[config.mk]
export PLATFORM = sky130hd
export DESIGN_NAME = ram_arbiter
export DESIGN_NICKNAME = d
export VERILOG_FILES = /design/src/rtl/ram_arbiter.sv
export SDC_FILE = /design/constraint.sdc
export NUM_CORES = 1
export LEC_CHECK = 0
export CORE_AREA = 2 2 77 79
export DETAILED_ROUTE_END_ITERATION = 7
export DIE_AREA = 0 0 79 81
export HOLD_SLACK_MARGIN = 0.03
export PLACE_DENSITY = 0.75
export SYNTH_ARGS = -nofsm -noshare
export SYNTH_HDL_FRONTEND = slang
export SYNTH_SLANG_ARGS = --single-unit
export TNS_END_PERCENT = 30
[constraint.sdc]
create_clock -name clock -period 1.9 [get_ports clock]
set_clock_uncertainty 0.1 [all_clocks]
set_input_delay 0.285 -clock clock [delete_from_list [all_inputs] [get_ports clock]]
set_output_delay 0.285 -clock clock [all_outputs]
set_load 0.05 [all_outputs]
[src/rtl/ram_arbiter.sv]
// Two-requester arbiter in front of a single-port RAM with a registered read. The read response is routed back to its owner.
// Define RAM_ARBITER_ROUND_ROBIN_EN to get round-robin with burst lock; otherwise requester 0 always wins.
module ram_arbiter #(
  parameter int DATA_WIDTH = 32,
  parameter int ADDR_WIDTH = 6
) (
  input  logic                    clock,
  input  logic                    reset,
  input  logic [1:0]              req_valid,
  input  logic [1:0]              req_we,
  input  logic [1:0]              req_lock,
  input  logic [2*ADDR_WIDTH-1:0] req_addr,
  input  logic [2*DATA_WIDTH-1:0] req_wdata,
  output logic [1:0]              req_ready,
  output logic [1:0]              rsp_valid,
  output logic [DATA_WIDTH-1:0]   rsp_data,
  output logic [DATA_WIDTH-1:0]   ram_data,
  output logic [ADDR_WIDTH-1:0]   ram_write_addr,
  output logic [ADDR_WIDTH-1:0]   ram_read_addr,
  output logic                    ram_we,
  input  logic [DATA_WIDTH-1:0]   ram_q
);

  logic [1:0]            w_grant;
  logic                  w_any;
  logic                  w_sel;
  logic                  w_rd_acc;
  logic [ADDR_WIDTH-1:0] w_addr;

  // Stage p0: combinational arbitration
`ifdef RAM_ARBITER_ROUND_ROBIN_EN
  logic r_ptr;
  logic r_lock_vld;
  logic r_lock_own;
  logic w_lock_act;

  always_comb begin
    w_grant    = 2'b00;
    w_lock_act = r_lock_vld && req_valid[r_lock_own];
    if (reset) begin
      w_grant = 2'b00;
    end else if (w_lock_act) begin
      w_grant[r_lock_own] = 1'b1;
    end else if (req_valid == 2'b11) begin
      w_grant[r_ptr] = 1'b1;
    end else begin
      w_grant = req_valid;
    end
  end

  // A lock dropped by its holder while the other side is idle stays pending, so an idle bus never disturbs state.
  always_ff @(posedge clock) begin
    if (reset) begin
      r_ptr      <= 1'b0;
      r_lock_vld <= 1'b0;
      r_lock_own <= 1'b0;
    end else if (w_any) begin
      r_ptr      <= ~w_sel;
      r_lock_vld <= req_lock[w_sel];
      r_lock_own <= w_sel;
    end
  end
`else
  logic w_unused_lock;

  assign w_unused_lock = ^req_lock;

  always_comb begin
    w_grant = 2'b00;
    if (!reset) begin
      if (req_valid[0]) begin
        w_grant = 2'b01;
      end else if (req_valid[1]) begin
        w_grant = 2'b10;
      end
    end
  end
`endif

  assign w_any     = |w_grant;
  assign w_sel     = w_grant[1];
  assign w_rd_acc  = w_any && !req_we[w_sel];
  assign req_ready = w_grant;

  assign w_addr         = w_sel ? req_addr[2*ADDR_WIDTH-1:ADDR_WIDTH] : req_addr[ADDR_WIDTH-1:0];
  assign ram_read_addr  = w_addr;
  assign ram_write_addr = w_addr;
  assign ram_data       = w_sel ? req_wdata[2*DATA_WIDTH-1:DATA_WIDTH] : req_wdata[DATA_WIDTH-1:0];
  assign ram_we         = w_any && req_we[w_sel];

  // Stage p1: RAM read data returns; owner bit steers rsp_valid
  logic r_rd_vld_p1;
  logic r_owner_p1;

  always_ff @(posedge clock) begin
    if (reset) begin
      r_rd_vld_p1 <= 1'b0;
      r_owner_p1  <= 1'b0;
    end else begin
      r_rd_vld_p1 <= w_rd_acc;
      if (w_rd_acc) begin
        r_owner_p1 <= w_sel;
      end
    end
  end

  // Gated by reset so a read accepted just before reset never reports.
  assign rsp_valid = (r_rd_vld_p1 && !reset) ? (r_owner_p1 ? 2'b10 : 2'b01) : 2'b00;
  assign rsp_data  = ram_q;

endmodule

==> results of run 1 <==
## worst max path at each step
| stage | start | endpoint | slack (ns) | cells past startpoint |
|---|---|---|---|---|
| floorplan | r_owner_p1 | rsp_valid[0] | 0.05 | 1 |
| global placement | reset | ram_data[27] | -0.31 | 5 |
| detailed placement | req_valid[1] | ram_data[28] | -0.33 | 5 |
| CTS | reset | ram_read_addr[2] | 0.02 | 7 |
| global route | req_valid[0] | ram_data[21] | -0.03 | 6 |
| finish | req_valid[0] | ram_data[8] | 0.01 | 6 |
## worst reg2reg max path, delay by kind of cell (launching register included)
family / cells / cell delay (ns)
simple gates: 1 / 0.06
compound gates: 1 / 0.13
flops: 1 / 0.33
## repair_timing
item	CTS	global route
endpoints found under the hold margin	0	0
resized for setup	66	3
gates cloned	2	0
buffers inserted	5	0
endpoints found under the setup margin	45	44
pin swaps	1	1
## cell families after synthesis
family,after synthesis,synth area share [%]
buffers and inverters,42,36.3
multiplexers,38,50.5
AND/OR/NAND/NOR,9,7.13
AO/OA/AOI/OAI,3,1.64
flip-flops,2,4.38
## sequential cells by signal, indices dropped and copies added, names as in the netlist
signal and count:
r_owner_p1 1, r_rd_vld_p1 1
## stage by stage
| step | power (uW) | setup TNS [ns] | setup slack, ns | hold WS [ns] | area, um2 |
|---|---|---|---|---|---|
| after floorplan | 603 | 0 | 0.0505 | 0.254 | 913 |
| after global placement | 708 | -12.54 | -0.314 | 0.354 | 1970 |
| after detailed placement | 709 | -13.55 | -0.330 | 0.362 | 1970 |
| after CTS | 966 | 0 | 0.0193 | 0.326 | 2300 |
| after global routing | 992 | -0.328 | -0.0308 | 0.347 | 2260 |
| final | 948 | 0 | 0.0127 | 0.327 | 2260 |
## synth_stat cells
master	n
nand2_1	2
nor2b_1	1
nand3b_1	1
and3b_1	1
mux2_4	9
buf_4	40
nand2b_1	1
nor3b_1	1
or3b_2	1
buf_6	1
mux2_2	29
nor3b_2	1
dfxtp_1	2
a21oi_1	3
buf_12	1
## where the power goes
part	internal [uW]	switching, uW	leakage, uW
logic	373	365	0.000934
clock network	134	30.7	0.0000216
registers	44.6	1.08	0.0000164
## cell type report
class / instances / area [um2] / share of cell area (%)
clock buffers: 3 / 41.3 / 1.82
multi-input cells: 50 / 604 / 26.7
flip-flops and latches: 2 / 40.0 / 1.77
well taps: 75 / 93.8 / 4.14
repair buffers: 140 / 1490 / 65.6
## layer usage
metal | GRT usage, % | routed length (um)
met1 | 10.4 | 1180
met2 | 19.0 | 1810
met3 | 5.22 | 566
met4 | 3.45 | 65
met5 | 0 | 0
==> metrics.md, run 1 <==
| Metric | Value |
|---|---|
| Fillers | `565` |
| Vias in the first global route | `~1100` |
| Final wirelength | `approximately 3600 um` |
| Max-slew headroom | `75.7%` |
| Cell taking the most area after synthesis | `mux2_2` |
| Most frequent cells in the layout | `clkdlybuf4s50_1, buf_4, mux2_4` |
| Vias | `1034` |
| Synthesized flop and latch total | `2` |
| Synthesized cell area | `approximately 910 um2` |
| Critical path type | `primary input to primary output` |
| Worst-Skew Late Latency | `~0.21 ns` |
| Setup crit start kind | `primary input` |
| Residual DRC count | `0` |
| Mapped Avg Cell Area | `between 9 and 10 um2` |
| F_max | `~0.53 GHz` |
| WL per Instance | `~13 um` |
| DRT iter0 DRCs | `12` |
| Die width | `roughly 79 um` |
| Placed Cells | `262` |
| Worst Hold End | `r_owner_p1` |
| Max Transition Viols Final | `0` |
| Hold depth | `3` |
| Boundary Pins | `around 200` |
| Area Growth Syn to Fin | `148%` |
| IO Port Bufs | `between 100 and 150` |
| Slowest CP cell | `mux2_2` |
| PD cells | `approximately 420 nW/um2` |
| Worst Path Buf+Inv | `4` |
| Count of final hold-check violations | `0` |
| # clock sinks | `2` |
| FF-to-FF path depth | `2` |
| Reg2reg setup slack | `around 1.2 ns` |
| CP Capture Type | `primary output` |
| CTS tree | `done` |
| Hpwl dp | `~2900 um` |
| Post-Layout Cell Count | `270` |
| Final min period | `about 1.9 ns` |
| Top-area cell type share of the netlist area | `a little over a third` |
| Crit path cell chain | `buf_2, nor3b_4, buf_4, buf_16, mux2_2, buf_4` |
| Hold WC Path Type | `primary input to flip-flop` |
| Row count | `28` |
| Chip height | `between 80 and 90 um` |
| Antenna violations before repair | `0` |
| Number of inserted diodes | `0` |
| # Max-Cap Violations | `0` |
| Largest net degree at the start of global routing | `15` |
| Cell variety after synth | `15` |
| Die area | `~6400 um2` |
| Leakage | `0.000972 uW` |
| Slew @ Worst Pin | `~0.36 ns` |
| Avg Vias per Cell | `3.83` |
| Global-route wire length before repair | `~5300 um` |
| Core box area | `roughly 5700 um2` |
| Outcome | `finished clean` |
| Slowest stage delay, CP | `about 0.33 ns` |
| RSZ-0062 raised after global routing | `yes` |
| Commonest non-fill, non-tap cell in the layout | `clkdlybuf4s50_1` |
| Top cells by area, synth | `mux2_2, buf_4, mux2_4` |
| Final core occ | `about two fifths` |
| Critical R2R Launch | `r_owner_p1` |
| Cells after Synth | `94` |
| Fin nets | `between 300 and 400` |
| Mapped Nets | `210` |
| Post-route antenna net violation count | `0` |
| Reg-to-reg critical path endpoint | `r_owner_p1` |
| CTS hold repair buffers | `0` |
| Max VDD drop | `between 0.2 and 0.25 mV` |
| Pre-antenna DRT Iters | `4` |
| Sequential fraction of the synthesis area | `about 4.4%` |
| Initial core utilization | `~16%` |
| Endpoints failing setup | `0` |
| TritonCTS buffer count | `3` |
| CP Data Arrival Time | `1.50 ns` |
| Synth warn | `0` |
| CP max FO | `14` |
| H-tree Lvls | `1` |
| CP required | `between 1.5 and 2 ns` |
| GP Congestion | `between 0.7 and 0.8` |
| Layout cell share with drive strength beyond 1 | `between 50% and 60%` |
| Clock Tree Root | `clkbuf_8` |
| CP dominant cell by count | `buf_4` |
| Grt total ovfl | `0` |
| Total GRT Usage | `a little over a tenth` |
| Period utilisation layout | `approximately 99%` |
| HP Start | `reset` |
| Clk slew on worst S/H paths | `0.03 ns` |
| Largest delay share family, worst path | `buffers and inverters` |
| CTS Buffer Depth | `2` |
No activity file was read; power rests on OpenSTA's default activity.
==> run 2: changes to the inputs <==
clock period = 2.08 ns   (was 1.9 ns; I/O delays follow)
==> metrics.md, run 2 (same netlist as run 1, synthesis figures left out) <==
| Metric | Value |
|---|---|
| Outcome | `finished clean` |
| Post-route antenna net violation count | `0 (unchanged)` |
| WL per Instance | `13.2 um (-1.8%)` |
| IO Port Bufs | `130 (unchanged)` |
| DRT iter0 DRCs | `4 (-8)` |
| Total area of sequential cells | `40.0 um2 (unchanged)` |
| Final core occ | `38.8% (-1.1 points)` |
| Pint | `487 uW (-12%)` |
| Area of the multi-input gates | `574 um2 (-5.0%)` |
| Fillers | `581 (+2.8%)` |
| CP required | `1.67 ns (+0.16 ns)` |
| Final WS setup | `0.101 ns (+0.0882 ns)` |
| Boundary Pins | `197 (unchanged)` |
| CTS tree | `done` |
| GP Congestion | `0.715 (+1.0%)` |
| Clk slew on worst S/H paths | `0.03 ns (about the same)` |
| Slowest CP cell | `mux2_2` |
| F_max | `slightly above 0.5 GHz` |
| Residual DRC count | `0 (unchanged)` |
| PD cells | `384 nW/um2 (-8.3%)` |
| Row count | `28 (unchanged)` |
| Max VDD drop | `0.177 mV (-17%)` |
| Count of final hold-check violations | `0 (unchanged)` |
| TritonCTS buffer count | `3 (unchanged)` |
| Slew @ Worst Pin | `0.349 ns (-0.0148 ns)` |
| Period utilisation layout | `95.1%` |
| CP Data Arrival Time | `1.57 ns (+0.07 ns)` |
| Worst Path Buf+Inv | `4 (unchanged)` |
| Fin nets | `312 (-0.32%)` |
| Global-route wire length before repair | `5160 um (-2.5%)` |
| Clock Tree Root | `clkbuf_8` |
| Number of inserted diodes | `0 (unchanged)` |
| Largest delay share family, worst path | `buffers and inverters` |
| Layout cell share with drive strength beyond 1 | `53.6% (-0.24 points)` |
| Avg Vias per Cell | `3.92 (+2.3%)` |
| Final min period | `just under 2 ns` |
| Sequential share of power | `4.9% (about the same)` |
| # Max-Cap Violations | `0 (unchanged)` |
| Chip height | `81 um (unchanged)` |
| RSZ-0062 raised after global routing | `no` |
| Slowest stage delay, CP | `0.33 ns (about the same)` |
| Clock share of power | `18.0% (+0.7 points)` |
| CTS Buffer Depth | `2 (unchanged)` |
| Vias | `1054 (+1.9%)` |
| Total GRT Usage | `10.1% (-0.35 points)` |
| Commonest non-fill, non-tap cell in the layout | `clkdlybuf4s50_1` |
| Leakage | `0.000929 uW (-4.4%)` |
| Antenna violations before repair | `0 (unchanged)` |
| Pre-CTS setup slack | `-0.190 ns (+0.140 ns)` |
| Die width | `79 um (unchanged)` |
| Most frequent cells in the layout | `clkdlybuf4s50_1, buf_4, mux2_2` |
| CP dominant cell by count | `buf_4` |
| Max Transition Viols Final | `0 (unchanged)` |
| Gate power share | `77.1% (-0.7 points)` |
| Critical path type | `primary input to primary output` |
| Hold WC Path Type | `flip-flop to flip-flop` |
| Area Growth Syn to Fin | `141%` |
| H-tree Lvls | `1 (unchanged)` |
| Die area | `6400 um2 (unchanged)` |
| Initial core utilization | `16.1% (unchanged)` |
| Sw Ratio | `42.3% (+0.48 points)` |
| CTS hold repair buffers | `0 (unchanged)` |
| # clock sinks | `2 (unchanged)` |
| CP max FO | `14 (unchanged)` |
| CP Capture Type | `primary output` |
| Top Registers | `r_owner_p1 (1), r_rd_vld_p1 (1)` |
| Setup crit start kind | `primary input` |
| Pre-antenna DRT Iters | `4 (unchanged)` |
| Psw | `358 uW (-9.9%)` |
| Core box area | `5680 um2 (unchanged)` |
| Largest net degree at the start of global routing | `15 (unchanged)` |
| Crit path cell chain | `clkdlybuf4s15_2, nor3b_4, buf_4, buf_16, mux2_2, buf_4` |
| Vias in the first global route | `1096 (+0.55%)` |
| Final wirelength | `3540 um (-2.2%)` |
| Max-slew headroom | `76.7% (+0.99 points)` |
| Grt total ovfl | `0 (unchanged)` |
| Worst-Skew Late Latency | `0.21 ns (about the same)` |
| Endpoints failing setup | `0 (unchanged)` |
-- run 2: power by group through the flow --
stage	Combinational [uW]	Clock (uW)	Sequential (uW)
CTS	659	158	41.6
global placement	603	0	42.0
detailed placement	605	0	42.1
global route	680	165	42.0
floorplan	509	0	41.8
finish	651	152	41.7
-- run 2: worst min-delay path, delay by kind of cell, from the launching register on --
kind	cells	cell delay [ns]
AOI/OAI and AO/OA	1	0.06
and+or+nand+nor	1	0.05
DFF	1	0.30
-- run 2: worst paths after layout --
check / start / endpoint / slack, ns / depth (start not counted)
max: reset / ram_data[31] / 0.10 / 6
min: r_owner_p1 / r_owner_p1 / 0.37 / 2
max reg2reg: r_owner_p1 / r_owner_p1 / 1.39 / 2
min reg2reg: r_owner_p1 / r_owner_p1 / 0.37 / 2
-- run 2: routing by layer --
layer / vias to the layer above / GRT usage (%) / wire length, um
li1: 487 / - / -
met1: 457 / 9.48 / 1130
met2: 96 / 18.7 / 1770
met3: 14 / 5.11 / 582
met4: 0 / 3.97 / 59
met5: - / 0 / 0
-- run 2: layout make-up --
cell class | instances | area share, %
clock buffer | 3 | 1.88
multi-input combinational | 50 | 26.1
sequential | 2 | 1.82
tap | 75 | 4.27
timing repair buffer | 139 | 65.9
-- run 2: stage by stage --
| step | hold slack (ns) | cells | setup TNS [ns] | power, uW | cell area (um2) |
|---|---|---|---|---|---|
| global placement | 0.357 | 262 | -6.96 | 645 | 1970 |
| detailed placement | 0.372 | 262 | -7.48 | 647 | 1970 |
| floorplan | 0.281 | 94 | 0 | 551 | 913 |
| finish | 0.368 | 269 | 0 | 845 | 2200 |
| global route | 0.389 | 269 | 0 | 887 | 2200 |
| CTS | 0.375 | 270 | 0 | 858 | 2220 |
-- run 2: what timing repair did --
item                       CTS  global route
buffers inserted             3             0
resized for setup           40             4
cloned                       2             0
pin swaps                    1             1
setup endpoints to repair   44            22
